### src/rtl/tfab_pkg.sv
// Shared constants for the ternary fabric: PT-5 trit codes, lane-array FSM states and the
// exec_hints bit positions used by the register block that configures the array.
package tfab_pkg;

    localparam logic [1:0] TRIT_ZERO = 2'd0;
    localparam logic [1:0] TRIT_POS  = 2'd1;
    localparam logic [1:0] TRIT_NEG  = 2'd2;

    localparam logic [7:0] PT5_MAX_VALID = 8'd242;

    typedef enum logic [1:0] {
        StIdle = 2'd0,
        StRun  = 2'd1,
        StDone = 2'd2
    } state_e;

    localparam int unsigned ZERO_SKIP = 17;
    localparam int unsigned FREE_NEG  = 18;
    localparam int unsigned BRDCST    = 19;

endpackage

### src/rtl/pt5_decode.sv
// PT-5 byte decoder: one byte carries five base-3 digits, each mapped to a 2-bit signed trit.
// Bytes above 242 are not valid PT-5 codes and decode to all-zero trits.
module pt5_decode
    import tfab_pkg::*;
(
    input  logic [7:0] code,
    output logic [9:0] trits,
    output logic       invalid
);

    always_comb begin
        logic [7:0] rem;
        logic [1:0] digit;
        invalid = (code > PT5_MAX_VALID);
        rem     = invalid ? 8'd0 : code;
        trits   = '0;
        for (int k = 0; k < 5; k++) begin
            digit = 2'(rem % 8'd3);
            rem   = rem / 8'd3;
            case (digit)
                TRIT_POS: trits[2*k +: 2] = 2'b01;
                TRIT_NEG: trits[2*k +: 2] = 2'b11;
                default:  trits[2*k +: 2] = 2'b00;
            endcase
        end
    end

endmodule

### src/rtl/tgemm_lane_array.sv
// Parametrised ternary MAC lane array: streams PT-5 packed weight/input beats into LANES
// signed accumulators with lane masking, weight broadcast, zero-skip stats and saturation.
module tgemm_lane_array
    import tfab_pkg::*;
#(
    parameter int unsigned LANES    = 15,
    parameter int unsigned ACC_W    = 32,
    parameter int unsigned DEPTH_W  = 16,
    parameter bit          SATURATE = 1'b1,
    localparam int unsigned PT5_B   = (LANES + 4) / 5
) (
    input  logic                   clk,
    input  logic                   reset_n,
    input  logic                   start,
    input  logic [DEPTH_W-1:0]     depth,
    input  logic [7:0]             lane_count,
    input  logic                   broadcast,
    input  logic                   zero_skip,
    input  logic                   s_valid,
    output logic                   s_ready,
    input  logic [8*PT5_B-1:0]     s_weight,
    input  logic [8*PT5_B-1:0]     s_input,
    output logic                   busy,
    output logic                   done,
    output logic [LANES*ACC_W-1:0] acc_out,
    output logic [LANES-1:0]       sat_flags,
    output logic [31:0]            skip_count,
    output logic                   decode_err
);

    localparam logic [ACC_W-1:0] ACC_ONE     = ACC_W'(1);
    localparam logic [ACC_W-1:0] ACC_MAX     = {1'b0, {(ACC_W-1){1'b1}}};
    localparam logic [ACC_W-1:0] ACC_MIN     = ~ACC_MAX;
    // Saturating mode clamps symmetrically, so the negative rail is -MAX rather than MIN.
    localparam logic [ACC_W-1:0] ACC_NEG_LIM = SATURATE ? (ACC_MIN + ACC_ONE) : ACC_MIN;

    logic [10*PT5_B-1:0] w_trits, i_trits;
    logic [PT5_B-1:0]    w_inv, i_inv;

    for (genvar b = 0; b < PT5_B; b++) begin : g_dec
        pt5_decode u_w_dec (
            .code    (s_weight[8*b +: 8]),
            .trits   (w_trits[10*b +: 10]),
            .invalid (w_inv[b])
        );
        pt5_decode u_i_dec (
            .code    (s_input[8*b +: 8]),
            .trits   (i_trits[10*b +: 10]),
            .invalid (i_inv[b])
        );
    end

    state_e                        state_q, state_d;
    logic [DEPTH_W-1:0]            beat_cnt_q, beat_cnt_d;
    logic [LANES-1:0]              lane_en_q, lane_en_d;
    logic                          bcast_q, bcast_d;
    logic                          zskip_q, zskip_d;
    logic [LANES-1:0][ACC_W-1:0]   acc_q, acc_d;
    logic [LANES-1:0]              sat_q, sat_d;
    logic [31:0]                   skip_q, skip_d;
    logic                          derr_q, derr_d;
    logic                          accept;

    always_comb begin
        logic [1:0] w_t, i_t;
        logic       p_nz, p_neg;
        state_d    = state_q;
        beat_cnt_d = beat_cnt_q;
        lane_en_d  = lane_en_q;
        bcast_d    = bcast_q;
        zskip_d    = zskip_q;
        acc_d      = acc_q;
        sat_d      = sat_q;
        skip_d     = skip_q;
        derr_d     = derr_q;
        accept     = 1'b0;
        w_t        = '0;
        i_t        = '0;
        p_nz       = 1'b0;
        p_neg      = 1'b0;

        case (state_q)
            StIdle: begin
                if (start) begin
                    acc_d      = '0;
                    sat_d      = '0;
                    skip_d     = '0;
                    derr_d     = 1'b0;
                    bcast_d    = broadcast;
                    zskip_d    = zero_skip;
                    beat_cnt_d = depth;
                    // k < lane_count also enforces the clamp to LANES.
                    for (int k = 0; k < LANES; k++) begin
                        lane_en_d[k] = (32'(lane_count) > 32'(k));
                    end
                    state_d = (depth == '0) ? StDone : StRun;
                end
            end
            StRun: begin
                accept = s_valid;
                if (s_valid) begin
                    beat_cnt_d = beat_cnt_q - DEPTH_W'(1);
                    if (beat_cnt_q == DEPTH_W'(1)) state_d = StDone;
                end
            end
            StDone:  state_d = StIdle;
            default: state_d = StIdle;
        endcase

        if (accept) begin
            derr_d = derr_q | (|w_inv) | (|i_inv);
            for (int k = 0; k < LANES; k++) begin
                w_t   = bcast_q ? w_trits[1:0] : w_trits[2*k +: 2];
                i_t   = i_trits[2*k +: 2];
                p_nz  = (|w_t) & (|i_t);
                p_neg = w_t[1] ^ i_t[1];
                if (lane_en_q[k]) begin
                    if (!p_nz) begin
                        if (zskip_q) skip_d = skip_d + 32'd1;
                    end else if (!p_neg) begin
                        if (acc_q[k] == ACC_MAX) begin
                            sat_d[k] = 1'b1;
                            if (!SATURATE) acc_d[k] = ACC_MIN;
                        end else begin
                            acc_d[k] = acc_q[k] + ACC_ONE;
                        end
                    end else begin
                        if (acc_q[k] == ACC_NEG_LIM) begin
                            sat_d[k] = 1'b1;
                            if (!SATURATE) acc_d[k] = ACC_MAX;
                        end else begin
                            acc_d[k] = acc_q[k] - ACC_ONE;
                        end
                    end
                end
            end
        end
    end

    always_ff @(posedge clk) begin
        if (!reset_n) begin
            state_q    <= StIdle;
            beat_cnt_q <= '0;
            lane_en_q  <= '0;
            bcast_q    <= 1'b0;
            zskip_q    <= 1'b0;
            acc_q      <= '0;
            sat_q      <= '0;
            skip_q     <= '0;
            derr_q     <= 1'b0;
        end else begin
            state_q    <= state_d;
            beat_cnt_q <= beat_cnt_d;
            lane_en_q  <= lane_en_d;
            bcast_q    <= bcast_d;
            zskip_q    <= zskip_d;
            acc_q      <= acc_d;
            sat_q      <= sat_d;
            skip_q     <= skip_d;
            derr_q     <= derr_d;
        end
    end

    assign s_ready    = (state_q == StRun);
    assign busy       = (state_q != StIdle);
    assign done       = (state_q == StDone);
    assign acc_out    = acc_q;
    assign sat_flags  = sat_q;
    assign skip_count = skip_q;
    assign decode_err = derr_q;

endmodule
### config.mk
export PLATFORM = sky130hd
export DESIGN_NAME = tgemm_lane_array
export DESIGN_NICKNAME = d
export VERILOG_FILES = /design/src/rtl/tfab_pkg.sv /design/src/rtl/pt5_decode.sv /design/src/rtl/tgemm_lane_array.sv
export SDC_FILE = /design/constraint.sdc
export NUM_CORES = 2
export LEC_CHECK = 0
export BUFFER_PORTS_ARGS = -buffer_cell sky130_fd_sc_hd__buf_2
export CELL_PAD_IN_SITES_DETAIL_PLACEMENT = 1
export CELL_PAD_IN_SITES_GLOBAL_PLACEMENT = 2
export CORE_MARGIN = 1
export CORE_UTILIZATION = 35
export DETAILED_ROUTE_END_ITERATION = 6
export GPL_TIMING_DRIVEN = 0
export PLACE_DENSITY_LB_ADDON = 0.1
export SYNTH_ARGS = -nofsm -noshare
export SYNTH_HDL_FRONTEND = slang
export SYNTH_SLANG_ARGS = --single-unit
### constraint.sdc
create_clock -name clk -period 40 [get_ports clk]
set_input_delay 8 -clock clk [delete_from_list [all_inputs] [get_ports clk]]
set_output_delay 8 -clock clk [all_outputs]
set_load 0.1 [all_outputs]
==> summary.txt <==
Outcome
  – Status: finished with violations
  – Failing checks: DRC, capacitance limit, slew limit

Timing
  – Final Hold Viols: 0
  – Max-slew violations: 25
  – Upper clock frequency limit: 29.4 MHz
  – Final setup vio count: 0
  – TNS Setup: 0 ns
  – Ratio of final minimum period to clock period: 85.2%
  – RSZ-0062 raised after global routing: false
  – Clock Skew: 0.0278 ns
  – Worst Slack Setup Final: 5.94 ns
  – Relative slew slack: -3.04%
  – Fin crit period: 34.06 ns
  – Worst-Margin Slew: 1.54 ns

Setup path
  – Crit Reg-Reg Startpoint: state_q[0]
  – Most common cell on crit path: ha_1
  – Req. time, crit path: 40.52 ns
  – Max incr delay on CP: 1.10 ns
  – Critical path launch point type: input pin
  – CP startpoint: s_input[4]
  – Slowest cell on the critical path: o31ai_1
  – R2r setup slk: 19.95 ns
  – WP depth: 89
  – Worst setup endpoint: skip_count[31]
  – Crit path max-delay family: compound AO/OA/AOI/OAI gates
  – Arrival time worst endpoint: 34.58 ns
  – Critical Path Fanout Max: 10
  – R2R cell count: 55
  – Crit path kind: in2reg
  – Buf/Inv on CP: 9
  – Crit end category: flop
  – Reg2reg end: skip_count[31]

Detailed routing
  – Antenna viol nets, final: 0
  – Post-route DRC violation count: 1
  – Vias: 86260
  – WL final: 370000 um
  – Iter 0 DRT Violations: 6575
  – Vias per inst: 6.45
  – Pre-antenna DRT Iters: 7
  – Routed WL per cell: 27.7 um

Clock network
  – H-tree levels: 3
  – Clock root cell: clkbuf_16
  – Later-pin clock latency in the skew report: 0.70 ns
  – Post-CTS Setup Bufs: 0
  – CTS Sinks: 563
  – CTS tree: built
  – Clk slew on worst S/H paths: 0.06 ns
  – Hold buffer count at cts: 0
  – Clock Path Buffers: 3
  – # resized after CTS: 0
  – Cts bufs inserted: 71

Floorplan
  – Die height: 444 um
  – Core region area: 193000 um^2
  – Die Area: 197000 um^2
  – Row count: 161
  – Initial core utilization: 35.3%
  – I/O pins: 609
  – Die Width: 444 um

Placement
  – I/O Buffers: 587
  – Dpl hpwl: 287000 um
  – Gp weighted congestion: 0.982
  – Placed insts: 13248
  – Dpl ws: 5.58 ns

Logic synthesis
  – Top FF cell, synth: dfxtp_1
  – Synthesized area: 68200 um^2
  – Synth top area share: 16.5%
  – Register area share after synthesis: 16.5%
  – Netlist cell types: 138
  – Post-synth EDFFs: 0
  – Top cells by area, synth: dfxtp_1 (17%), a21oi_1 (6.6%), nor2_1 (6.2%), nand2_1 (5.7%), xnor2_1 (4.6%)
  – Synth Area per Inst: 6.74 um^2
  – Synth async-reset ratio: 0%
  – Top cells by count, synth: nor2_1 (1122), nand2_1 (1031), a21oi_1 (900)
  – Yosys warns: 0
  – Yosys top cell by area: dfxtp_1
  – Syn_nets: 10429
  – Flop and latch count out of synthesis: 563
  – Synth Instances: 10127
  – Top-count cell post-synth: nor2_1

GRT
  – Grt total ovfl: 0
  – First-pass GRT wire length: 546000 um
  – Largest net degree at the start of global routing: 13
  – Vias in the first global route: 83353
  – Tot GR Track Use: 35.8%
  – Initial antenna violation count: 14

Finish
  – Final Instance Count excl. Fillers: 13381
  – Fill cells: 25129
  – Ratio of cells with drive above 1 in the final layout: 9.84%
  – Final net count: 11097
  – Area grow syn2layout: 12.7%

Worst hold path
  – Worst Hold Class: reg2reg

Run
  – Max-cap violation count: 4
==> layout by cell type, fill, tap and decap left out, types with 188 or more instances in the layout <==
cell type  netlist  final
clkbuf_1       625    609
nor2_1        1122   1122
buf_2           31    623
nor4_1         188    188
o22ai_1        224    224
xnor2_1        359    359
inv_1          231    231
nand3_1        425    425
nand2_1       1031   1031
o21ai_0        439    439
and3_1         226    226
a21oi_1        900    900
ha_1           224    224
nor3_1         524    524
dfxtp_1        563    563
==> worst min-delay path: cells and delay by family (launching register included) <==
kind               cells  cell delay, ns
AOI/OAI and AO/OA      1            0.05
and+or+nand+nor        1            0.05
DFF                    1            0.31
==> cell type report <==
class | instances | area [um^2] | area share [%]
flip-flops and latches | 563 | 11300 | 14.6
clock buffers | 95 | 2040 | 2.65
plain buffers | 709 | 2800 | 3.64
clock inverters | 30 | 344 | 0.447
diodes | 8 | 20.0 | 0.0260
multi-input cells | 8623 | 53400 | 69.4
well taps | 2526 | 3160 | 4.11
inverters | 232 | 871 | 1.13
repair buffers | 595 | 3040 | 3.95
==> per-layer routing <==
metal | part of all wire (%) | global-route usage (%) | vias to the layer above | wire [um]
li1 | - | - | 39597 | -
met1 | 42 | 45.3 | 42898 | 156000
met3 | 6.1 | 4.84 | 753 | 22600
met5 | 0 | 0.0733 | - | 0
met2 | 44 | 56.5 | 3012 | 164000
met4 | 7.6 | 24.1 | 0 | 28300
==> sequential cells by signal, indices dropped and copies added (netlist names) <==
signal      cells
skip_count     32
state_q         2
bcast_q         1
decode_err      1
zskip_q         1
beat_cnt_q     16
acc_out       480
sat_flags      15
lane_en_q      15
==> stage by stage <==
step	utilization [%]	hold WS (ns)	area, um^2
after global routing	39.8	0.491	76900
after CTS	39.8	0.466	76900
final	39.8	0.461	76900
after detailed placement	38.6	0.457	74500
after floorplan	-	0.445	68200
after global placement	38.5	0.452	74300
==> kinds of logic (layout without fill, tap and decap cells) <==
group	after synthesis	after routing	synth area share, %
compound gates	3145	3145	30.9
xor+xnor	547	547	7.33
fa+ha+maj	233	233	4.24
buf+inv	941	1661	5.32
flops	563	563	16.5
mux	141	141	2.23
other cells	0	8	0
simple gates	4557	4557	33.4
==> worst min path at each step <==
stage / slack (ns) / depth (start not counted) / from / end
floorplan: 0.45 / 2 / beat_cnt_q[1] / beat_cnt_q[1]
global placement: 0.45 / 2 / decode_err / decode_err
detailed placement: 0.46 / 2 / decode_err / decode_err
CTS: 0.47 / 2 / decode_err / decode_err
global route: 0.49 / 2 / decode_err / decode_err
finish: 0.46 / 2 / decode_err / decode_err
Power is left out: the tool's default activity adds up to more than one toggle a clock period on the data nets, which glitch-free logic cannot reach.
